`src/rtl/uart_tx_frame.sv`:
```
`default_nettype none
// ==== uart_tx_frame : UART transmitter, configurable data width / parity / stop bits. Rev 1.0 ====
// ==== Optional input FIFO enabled by defining macro UART_TX_FIFO_EN.                            ====
module uart_tx_frame #(
  parameter int DATA_W       = 8,
  parameter int PARITY_MODE  = 1,
  parameter int STOP_BITS    = 1,
  parameter int CLKS_PER_BIT = 27,
  parameter int FIFO_DEPTH   = 4
) (
  input  logic              clk_3125,
  input  logic              rst_n,
  input  logic [DATA_W-1:0] s_data,
  input  logic              s_valid,
  output logic              s_ready,
  output logic              tx,
  output logic              busy,
  output logic              tx_done
);
  localparam int CNT_W   = $clog2(CLKS_PER_BIT);
  localparam int IDX_W   = $clog2(DATA_W + 1);
  localparam bit HAS_PAR = (PARITY_MODE == 1) || (PARITY_MODE == 2);
  localparam logic [CNT_W-1:0] BIT_LAST = CNT_W'(CLKS_PER_BIT - 1);
  localparam logic [CNT_W-1:0] BIT_PRE  = CNT_W'(CLKS_PER_BIT - 2);
  localparam logic [IDX_W-1:0] IDX_LAST = IDX_W'(DATA_W - 1);

  if (PARITY_MODE < 0 || PARITY_MODE > 2) begin : g_bad_parity
    $error("uart_tx_frame: PARITY_MODE=%0d is illegal, frames are sent without parity", PARITY_MODE);
  end
  if (CLKS_PER_BIT < 2 || FIFO_DEPTH < 2 || (FIFO_DEPTH & (FIFO_DEPTH - 1)) != 0) begin : g_bad_cfg
    $error("uart_tx_frame: CLKS_PER_BIT must be >= 2 and FIFO_DEPTH a power of two >= 2");
  end

  typedef enum logic [2:0] {
    IDLE   = 3'd0,
    START  = 3'd1,
    DATA   = 3'd2,
    PARITY = 3'd3,
    STOP   = 3'd4
  } state_t;

  state_t            state;
  logic [CNT_W-1:0]  bit_cnt;
  logic [IDX_W-1:0]  bit_idx;
  logic              stop_cnt;
  logic [DATA_W-1:0] shreg;
  logic              par_bit;
  logic              busy_frame;
  logic              bit_end;
  logic              last_stop;
  logic              stop_final;
  logic              can_load;
  logic              load;
  logic [DATA_W-1:0] load_word;

  assign bit_end    = (bit_cnt == BIT_LAST);
  assign last_stop  = (state == STOP) && (stop_cnt == 1'(STOP_BITS - 1));
  assign stop_final = last_stop && bit_end;
  // Reloading in the final stop cycle gives back-to-back frames with no idle gap.
  assign can_load   = (state == IDLE) || stop_final;

`ifdef UART_TX_FIFO_EN
  localparam int AW = $clog2(FIFO_DEPTH);

  logic [DATA_W-1:0] mem [FIFO_DEPTH];
  logic [AW:0]       wr_ptr;
  logic [AW:0]       rd_ptr;
  logic              empty;
  logic              full;
  logic              push;

  assign empty     = (wr_ptr == rd_ptr);
  assign full      = (wr_ptr[AW] != rd_ptr[AW]) && (wr_ptr[AW-1:0] == rd_ptr[AW-1:0]);
  assign s_ready   = rst_n && !full;
  assign push      = s_valid && s_ready;
  assign load      = can_load && !empty;
  assign load_word = mem[rd_ptr[AW-1:0]];
  assign busy      = busy_frame || !empty;

  always_ff @(posedge clk_3125 or negedge rst_n) begin
    if (!rst_n) begin
      wr_ptr <= '0;
      rd_ptr <= '0;
    end else begin
      if (push) wr_ptr <= wr_ptr + 1'b1;
      if (load) rd_ptr <= rd_ptr + 1'b1;
    end
  end

  always_ff @(posedge clk_3125) begin
    if (push) mem[wr_ptr[AW-1:0]] <= s_data;
  end
`else
  assign s_ready   = rst_n && can_load;
  assign load      = s_valid && s_ready;
  assign load_word = s_data;
  assign busy      = busy_frame;
`endif

  always_ff @(posedge clk_3125 or negedge rst_n) begin
    if (!rst_n) begin
      state      <= IDLE;
      bit_cnt    <= '0;
      bit_idx    <= '0;
      stop_cnt   <= 1'b0;
      shreg      <= '0;
      par_bit    <= 1'b0;
      tx         <= 1'b1;
      busy_frame <= 1'b0;
      tx_done    <= 1'b0;
    end else begin
      // Registered pulse: set one cycle ahead so it lands on the final stop cycle.
      tx_done <= last_stop && (bit_cnt == BIT_PRE);
      if (state == IDLE) bit_cnt <= '0;
      else               bit_cnt <= bit_end ? '0 : bit_cnt + 1'b1;

      case (state)
        START: if (bit_end) begin
          state   <= DATA;
          tx      <= shreg[0];
          shreg   <= shreg >> 1;
          bit_idx <= '0;
        end
        DATA: if (bit_end) begin
          if (bit_idx == IDX_LAST) begin
            if (HAS_PAR) begin
              state <= PARITY;
              tx    <= par_bit;
            end else begin
              state    <= STOP;
              tx       <= 1'b1;
              stop_cnt <= 1'b0;
            end
          end else begin
            bit_idx <= bit_idx + 1'b1;
            tx      <= shreg[0];
            shreg   <= shreg >> 1;
          end
        end
        PARITY: if (bit_end) begin
          state    <= STOP;
          tx       <= 1'b1;
          stop_cnt <= 1'b0;
        end
        STOP: begin
          if (bit_end && !last_stop) begin
            stop_cnt <= stop_cnt + 1'b1;
          end else if (stop_final) begin
            state      <= IDLE;
            busy_frame <= 1'b0;
          end
        end
        default: state <= IDLE;
      endcase

      // A new word overrides whatever the frame logic above decided.
      if (load) begin
        state      <= START;
        tx         <= 1'b0;
        busy_frame <= 1'b1;
        shreg      <= load_word;
        par_bit    <= (PARITY_MODE == 2) ? ~^load_word : ^load_word;
      end
    end
  end

endmodule
`default_nettype wire

```
`config.mk`:
```
export PLATFORM = sky130hd
export DESIGN_NAME = uart_tx_frame
export DESIGN_NICKNAME = d
export VERILOG_FILES = /design/src/rtl/uart_tx_frame.sv
export SDC_FILE = /design/constraint.sdc
export NUM_CORES = 1
export LEC_CHECK = 0
export CAP_MARGIN = 0
export CORE_ASPECT_RATIO = 0.6
export CORE_UTILIZATION = 25
export DETAILED_ROUTE_END_ITERATION = 16
export GPL_ROUTABILITY_DRIVEN = 0
export PLACE_DENSITY = 0.45
export SLEW_MARGIN = 20
export SYNTH_ARGS = -nofsm -noshare
export SYNTH_HDL_FRONTEND = slang
export SYNTH_SLANG_ARGS = --single-unit
```
`constraint.sdc`:
```
create_clock -name clk_3125 -period 5 [get_ports clk_3125]
set_clock_uncertainty 0.15 [all_clocks]
set_input_delay 1 -clock clk_3125 [delete_from_list [all_inputs] [get_ports clk_3125]]
set_output_delay 1 -clock clk_3125 [all_outputs]
set_load 0.05 [all_outputs]
```
==> metrics.md <==
| Metric | Value |
|---|---|
| Syn Nets | 144 |
| Final wirelength | 2630 microns |
| Clock Sink Count | 25 |
| DRT iter0 DRCs | 14 |
| Yosys warning count | 0 |
| Crit share post-route | 0.731 |
| Post-synthesis cell type count | 36 |
| Critical path type | flop to output port |
| Reg2reg path depth | 6 |
| Max VDD drop | 0.0000912 V |
| Ratio of cells with drive above 1 in the final layout | 0.161 |
| Min cycle time layout | 3.65 ns |
| Sequential share of power | 0.574 |
| Most common cell after layout, fill and taps aside | dfrtp_1 |
| Most frequent cells in the layout | 24 x dfrtp_1, 14 x mux2_2, 14 x clkdlybuf4s50_1, 12 x nor2_1, 9 x xnor2_1 |
| RSZ-0062 raised after global routing | false |
| Register clock-pin slew on the reported worst setup and hold paths | 0.09 ns |
| Worst Path Required | 3.85 ns |
| Dpl cells | 205 |
| Antenna violations before repair | 0 |
| Area of the core | 0.00520 sq mm |
| CTS tree | done |
| Total GRT Usage | 0.103 |
| Vias/cell | 4.47 |
| Hold_ws | 0.368 ns |
| Port Buf Inserts | 14 |
| Static leakage | 0.708 nW |
| Vias in the first global route | 929 |
| FF-to-FF setup slack | 2.36 ns |
| Die Y-Extent | 59.9 microns |
| CP Capture Type | output port |
| Arr. time, crit path | 2.50 ns |
| Syn Inst Count | 129 |
| Diode count | 0 |
| Hpwl dp | 1980 microns |
| Hold depth | 1 |
| Main synth FF type | dfrtp_1 |
| Max Buffers Root-to-Sink | 2 |
| Clock Tree Root | clkbuf_8 |
| Post-route cell area | 0.00165 sq mm |
| Worst-path maximum fanout | 12 |
| Pre-antenna DRT Iters | 4 |
| DRC Markers | 0 |
| Mapped cell area | 0.00140 sq mm |
| Initial Utilization | 0.268 |
| Final hold violation count | 0 |
| Syn Area/Cell | 10.8 sq um |
| Final Non-Filler Cells | 209 |
| Combinational share of power | 0.076 |
| Setup_tns | 0 ns |
| WL/cell | 12.6 microns |
| Post-CTS Resized | 0 |
| Slew Limit Fails | 0 |
| Sw Pwr | 0.0000800 W |
| Die Span X | 98.4 microns |
| Clock Power Share | 0.350 |
| First-pass GRT wire length | 4560 microns |
| I/O pins | 15 |
| Startpoint Class | flop |
| Clk_lat worst skew | 0.27 ns |
| FF-to-FF End | shreg[4] |
| Slew HR | 0.449 |
| Setup bufs post-CTS | 0 |
| Min-delay worst type | flop to flop |
| Worst-Margin Slew | 0.821 ns |
| DP Area | 0.00160 sq mm |
| Achievable frequency | 274 MHz |
| Synth Register Bits | 25 |
| Worst Hold Launch | bit_idx[0] |
| Synth async-reset ratio | 1.00 |
| Seq/Total Area, Yosys | 0.449 |
| Fin nets | 159 |
| Post-DRT Antenna Nets | 0 |
| Sw Share | 0.227 |
| Power Density | 215 mW/mm^2 |
| Internal Power | 0.000273 W |
| Max-Cap Viols | 0 |
| Largest net degree at the start of global routing | 27 |
| Filler cells | 537 |
| Hold-fix buffers, CTS | 0 |
| Max H-tree Level | 1 |
| Final setup violation count | 0 |
| TritonCTS Buffers | 3 |
| Design Power | 0.000353 W |
| Post-synth EDFFs | 0 |
| Critical register-to-register path startpoint | bit_cnt[0] |
| Grt total ovfl | 0 |
| Core Rows | 20 |
| Die area | 0.00589 sq mm |
| Syn-to-layout area delta | 18.0% |
| Status | finished, final reports clean |
| Via count | 934 |
| Min-Delay Endpoint | bit_idx[0] |
==> synthesized netlist by cell type (all sizes together), types with 4 or more instances <==
master   n  area share
a21oi    5       0.018
dfrtp   24        0.43
ha       4       0.036
inv      5       0.013
mux2    16        0.13
nand2    7       0.019
nand3    4       0.014
nor2    12       0.032
o21ai    7       0.025
xnor2    9       0.057
==> layout make-up <==
cell class                 count  area (sq um)  area share
sequential                    25           627       0.381
clock inverter                 1          7.51     0.00456
clock buffer                   3          41.3      0.0251
tap                           66          82.6      0.0502
timing repair buffer          15           148      0.0897
multi-input combinational     94           722       0.438
inverter                       5          18.8      0.0114
==> worst max-delay path by stage <==
stage,slack [ns],endpoint,from
finish,1.35,s_ready,bit_cnt[0]
floorplan,2.35,s_ready,bit_cnt[0]
global placement,1.39,s_ready,rst_n
global route,1.11,s_ready,bit_cnt[0]
CTS,1.33,s_ready,bit_cnt[0]
detailed placement,1.39,s_ready,rst_n
==> worst max-delay path, stage by stage, from the launching register on <==
cell and delay, ns:
dfrtp_1 0.44, inv_1 0.08, ha_1 0.19, nand4b_4 0.21, o21ai_0 0.32, and3_1 0.20
clkdlybuf4s50_1 0.79
==> power by group through the flow <==
| stage | Combinational, W | Clock (W) | Sequential, W |
|---|---|---|---|
| 3_5_place_dp | 0.0000279 | 0 | 0.000207 |
| 5_1_grt | 0.0000298 | 0.000139 | 0.000203 |
| 6_report | 0.0000270 | 0.000124 | 0.000203 |
| 4_1_cts | 0.0000279 | 0.000130 | 0.000203 |
| 3_3_place_gp | 0.0000275 | 0 | 0.000207 |
| 2_1_floorplan | 0.00000962 | 0 | 0.000208 |
==> logic make-up (layout without fill, tap and decap cells) <==
kind of cell | count (synthesis) | in the layout | share of synthesized area
AND/OR/NAND/NOR | 42 | 42 | 0.185
flip-flops | 25 | 25 | 0.449
AO/OA/AOI/OAI | 19 | 19 | 0.0852
multiplexers | 17 | 17 | 0.136
XOR/XNOR | 12 | 12 | 0.0753
buffers and inverters | 10 | 24 | 0.0332
adder cells (fa/ha/maj) | 4 | 4 | 0.0359
==> flip-flops by register name (all words and copies together) (netlist names) <==
signal and flops:
tx_done 1, shreg 8, tx 1, bit_idx 4
par_bit 1, bit_cnt 5, state 3, stop_cnt 1
busy 1
==> stage by stage <==
stage | worst slack, ns | utilization
after floorplan | 2.35 | -
after global placement | 1.39 | 0.307
after detailed placement | 1.39 | 0.307
after CTS | 1.33 | 0.316
after global routing | 1.11 | 0.316
final | 1.35 | 0.316
==> metal layers <==
metal / up-vias / global-route usage / wire [microns]
li1: 479 / - / -
met1: 436 / 0.157 / 1550
met2: 17 / 0.138 / 979
met3: 2 / 0.0363 / 98
met4: 0 / 0.0128 / 10
met5: - / 0 / 0
Power figures use the tool's default switching activity.
==> variant 1 (same settings) <==
`PARITY_MODE`: 1 -> 0.
--- a/src/rtl/uart_tx_frame.sv
+++ b/src/rtl/uart_tx_frame.sv
@@ -3,7 +3,7 @@
 // ==== Optional input FIFO enabled by defining macro UART_TX_FIFO_EN.                            ====
 module uart_tx_frame #(
   parameter int DATA_W       = 8,
-  parameter int PARITY_MODE  = 1,
+  parameter int PARITY_MODE  = 0,
   parameter int STOP_BITS    = 1,
   parameter int CLKS_PER_BIT = 27,
   parameter int FIFO_DEPTH   = 4
Check against the original RTL: same outputs for any inputs over 10 cycles, from zero or initial values and one cycle with rst_n low; that may be too few to reach the edited logic, so the function may still have changed.
==> variant 1 against the unedited design <==
Cell area is 7.0% lower. Worst setup slack better by 0.011 ns. Sequential cell count is 1 lower. First-iteration DRC count grew to 3.9 times the old value. Area after synthesis is 7.8% lower. Sequential share of layout area is 1.2 points higher. Wire length is 3.5% higher. Via count is 2.2% lower. Non-clock buffer count stayed put.
Power is not compared: it rests on default switching activity, and its combinational part moved more than twofold at a synthesized area within 25%.
==> variant 1: results (changes against the unedited design) <==
metric	value	unit	change
dpl ws	1.346	ns	was 1.388 ns
synth unique cells	42		was 36
R2R depth	6		unchanged
CP Data Arrival Time	2.49	ns	was 2.50 ns
Peak VDD IR	0.1170	mV	
Antenna Cells	0		unchanged
fin cells	196		was 209
DR iter-0 viols	55		was 14
post-synthesis compound-gate area fraction	10.21	%	was 8.520%
vias in the first global route	965		was 929
post-CTS sizing	0		unchanged
most area-consuming cells after synthesis	dfrtp_1, mux2_4, ha_1		was dfrtp_1, mux2_2, xnor2_1
syn nets	133		was 144
Hold Crit Class	register to register		unchanged
final WL	2.725	mm	was 2.634 mm
initial antenna violation count	0		unchanged
first-pass GRT wire length	4.554	mm	was 4.560 mm
clock root buffer	clkbuf_8		unchanged
share of cells above drive strength 1	13.53	%	was 16.08%
fin nets	149		was 159
All-Layer GR Usage	10.97	%	was 10.25%
Pre-antenna DRT Iters	4		unchanged
leakage	0.0006533	uW	
Area after DPL	1476	sq um	was 1598 sq um
clk buf depth	2		unchanged
top cells by count, synth	dfrtp_1, nor2_1, nor3_1		was dfrtp_1, mux2_2, nor2_1
CP Max Fanout	2		was 12
mux cell area share after synthesis	10.41	%	was 13.63%
XOR/XNOR Fraction of Synth Area	2.724	%	was 7.534%
Worst-Skew Late Latency	0.27	ns	about the same
share of flip-flops with an asynchronous set or reset	100.0	%	unchanged
Hold Path Depth	2		was 1
sequential share of the synthesized area	46.79	%	was 44.93%
Num CTS Buffers	3		unchanged
clock transition at the registers of the reported paths	0.08	ns	
pin count of the biggest net entering global routing	27		unchanged
top_reg_cell synth	dfrtp_1		unchanged
adder-cell area share of the yosys netlist	3.891	%	was 3.587%
H-tree depth	1		unchanged
total number of vias	913		was 934
Largest regs	shreg: 8 flops, bit_cnt: 5 flops, bit_idx: 4 flops		unchanged
worst slew pin tran	0.5519	ns	was 0.8210 ns
Yosys warning total	0		unchanged
Inst Count DP	192		was 205
status	completed		unchanged
HPWL after DPL	2.039	mm	was 1.982 mm
cells after synthesis	118		was 129
post-CTS setup buffers	0		unchanged
PortBufs	14		unchanged
==> variant 1: metal layers <==
layer,vias up,global-route usage (%),share of wire [%]
met5,-,0,0
met3,0,3.333,2.6
li1,463,-,-
met2,8,15.83,42
met1,442,16.20,55
met4,0,1.948,0
==> variant 1: area by class of cell <==
cell class	instances	area (sq um)
Multi-Input combinational cell	85	629.4
Tap cell	63	78.83
Fill cell	500	3223
Timing Repair Buffer	15	147.6
Inverter	5	18.77
Sequential cell	24	601.8
Clock buffer	4	55.05
==> variant 1: cells by family (layout without fill, tap and decap cells) <==
| logic type | Yosys count | count (layout) |
|---|---|---|
| xor gates and xnor gates | 4 | 4 |
| AOI/OAI and AO/OA | 20 | 20 |
| DFF | 24 | 24 |
| muxes | 11 | 11 |
| buffers and inverters | 9 | 24 |
| and+or+nand+nor | 46 | 46 |
| adders and majority gates | 4 | 4 |
==> variant 1: final timing paths <==
kind	end	from	slack [ns]
setup / recovery	s_ready	rst_n	1.36
hold / removal	tx	tx	0.35
setup reg to reg	shreg[4]	bit_cnt[0]	2.80
hold reg to reg	tx	tx	0.35
max in group asynchronous	tx	rst_n	3.36
min in group asynchronous	bit_idx[2]	rst_n	1.04
==> variant 1: per-stage QoR <==
stage	hold WS, ns	total power (uW)
finish	0.3542	681.6
global route	0.3760	725.8
CTS	0.3584	688.3
detailed placement	0.3378	549.3
global placement	0.3451	543.1
floorplan	0.3277	490.5
==> variant 1: worst max-delay path, cell delays in order <==
cell,delay (ns)
clkdlybuf4s50_1,0.52
and3_1,0.17
clkdlybuf4s50_1,0.80
==> variant 1: where the power goes <==
part	internal (uW)	leakage, uW	switching [uW]
clock	70.4	0.0000288	64.0
sequential	257	0.000292	68.4
combinational	113	0.000332	109
total	440	0.000653	242
==> variant 2 (config.mk and constraints unchanged) <==
Made on the original files. Register the output `tx` once more, without a reset; this adds one clock of latency there. The other outputs are not delayed to match.
--- a/src/rtl/uart_tx_frame.sv
+++ b/src/rtl/uart_tx_frame.sv
@@ -23,6 +23,8 @@
   localparam logic [CNT_W-1:0] BIT_LAST = CNT_W'(CLKS_PER_BIT - 1);
   localparam logic [CNT_W-1:0] BIT_PRE  = CNT_W'(CLKS_PER_BIT - 2);
   localparam logic [IDX_W-1:0] IDX_LAST = IDX_W'(DATA_W - 1);
+
+  logic tx_s0;
 
   if (PARITY_MODE < 0 || PARITY_MODE > 2) begin : g_bad_parity
     $error("uart_tx_frame: PARITY_MODE=%0d is illegal, frames are sent without parity", PARITY_MODE);
@@ -105,7 +107,7 @@
       stop_cnt   <= 1'b0;
       shreg      <= '0;
       par_bit    <= 1'b0;
-      tx         <= 1'b1;
+      tx_s0      <= 1'b1;
       busy_frame <= 1'b0;
       tx_done    <= 1'b0;
     end else begin
@@ -117,7 +119,7 @@
       case (state)
         START: if (bit_end) begin
           state   <= DATA;
-          tx      <= shreg[0];
+          tx_s0   <= shreg[0];
           shreg   <= shreg >> 1;
           bit_idx <= '0;
         end
@@ -125,21 +127,21 @@
           if (bit_idx == IDX_LAST) begin
             if (HAS_PAR) begin
               state <= PARITY;
-              tx    <= par_bit;
+              tx_s0 <= par_bit;
             end else begin
               state    <= STOP;
-              tx       <= 1'b1;
+              tx_s0    <= 1'b1;
               stop_cnt <= 1'b0;
             end
           end else begin
             bit_idx <= bit_idx + 1'b1;
-            tx      <= shreg[0];
+            tx_s0   <= shreg[0];
             shreg   <= shreg >> 1;
           end
         end
         PARITY: if (bit_end) begin
           state    <= STOP;
-          tx       <= 1'b1;
+          tx_s0    <= 1'b1;
           stop_cnt <= 1'b0;
         end
         STOP: begin
@@ -156,7 +158,7 @@
       // A new word overrides whatever the frame logic above decided.
       if (load) begin
         state      <= START;
-        tx         <= 1'b0;
+        tx_s0      <= 1'b0;
         busy_frame <= 1'b1;
         shreg      <= load_word;
         par_bit    <= (PARITY_MODE == 2) ? ~^load_word : ^load_word;
@@ -164,6 +166,10 @@
     end
   end
 
+  always_ff @(posedge clk_3125) begin
+    tx <= tx_s0;
+  end
+
 endmodule
 `default_nettype wire
 
Function: changed (a bounded check fails within 4 cycles, from zero or initial values and one cycle with rst_n low).
==> variant 2 against the unedited design <==
Wire length up 18%. Die area up 2.0%. Cell area up 0.99%. Worst setup slack better by 0.023 ns. Clock power up 12%. Total power up 6.7%. Sequential cell count up 1. Area after synthesis up 2.1%. Largest cell class unchanged.
==> variant 2: results (changes against the unedited design) <==
metric	value	unit	change
mux cell area share after synthesis	0.7030	%	was 13.63%
# fillers	546		was 537
hold endpoint	tx		was bit_idx[0]
Peak VDD IR	0.08454	mV	was 0.09116 mV
Reg2Reg Capture Point	bit_idx[3]		was shreg[4]
top cells by count, synth	dfrtp_1, nor2_1, xnor2_1		was dfrtp_1, mux2_2, nor2_1
sequential share of the synthesized area	45.43	%	was 44.93%
pin count of the biggest net entering global routing	28		was 27
share of flip-flops with an asynchronous set or reset	96.15	%	was 100.0%
final WL	3.117	mm	was 2.634 mm
share of cells above drive strength 1	15.97	%	was 16.08%
CP Max Fanout	27		was 12
post-synthesis compound-gate area fraction	18.28	%	was 8.520%
HPWL after DPL	2.307	mm	was 1.982 mm
status	completed		unchanged
Hold Path Depth	0		was 1
Fmax	275.3	MHz	was 273.6 MHz
dpl ws	1.332	ns	was 1.388 ns
most area-consuming cells after synthesis	dfrtp_1, o221a_1, xnor2_1		was dfrtp_1, mux2_2, xnor2_1
area of the multi-input gates	699.4	sq um	was 721.9 sq um
switching share of power	21.36	%	was 22.65%
synthesized area per cell	10.95	sq um	was 10.81 sq um
synth unique cells	48		was 36
first-pass GRT wire length	5.540	mm	was 4.560 mm
adder-cell area share of the yosys netlist	3.515	%	was 3.587%
CP Data Arrival Time	2.48	ns	was 2.50 ns
hold_ws	0.2811	ns	was 0.3676 ns
relative slew slack	67.21	%	was 44.86%
Critical Path Source	rst_n		was bit_cnt[0]
==> variant 2: changes by cell type after synthesis, moves of 4 or more <==
| cell | change |
|---|---|
| o21ai_1 | +4 |
| mux2_2 | -14 |
| or3_1 | +7 |
| o221a_1 | +7 |
==> variant 2: layer usage <==
layer / track usage, % / share of wire, % / routed length (microns) / vias up
li1: - / - / - / 501
met1: 19.02 / 60 / 1862 / 499
met2: 17.06 / 37 / 1140 / 15
met3: 3.456 / 3.2 / 99 / 2
met4: 2.521 / 0.45 / 14 / 0
met5: 0 / 0 / 0 / -
==> variant 2: final cells by class <==
type	count	area share [%]
Clock buffer	4	3.311
Inverter	7	1.580
Multi-Input combinational cell	91	42.06
Sequential cell	26	38.90
Tap cell	66	4.966
Timing Repair Buffer	16	9.180
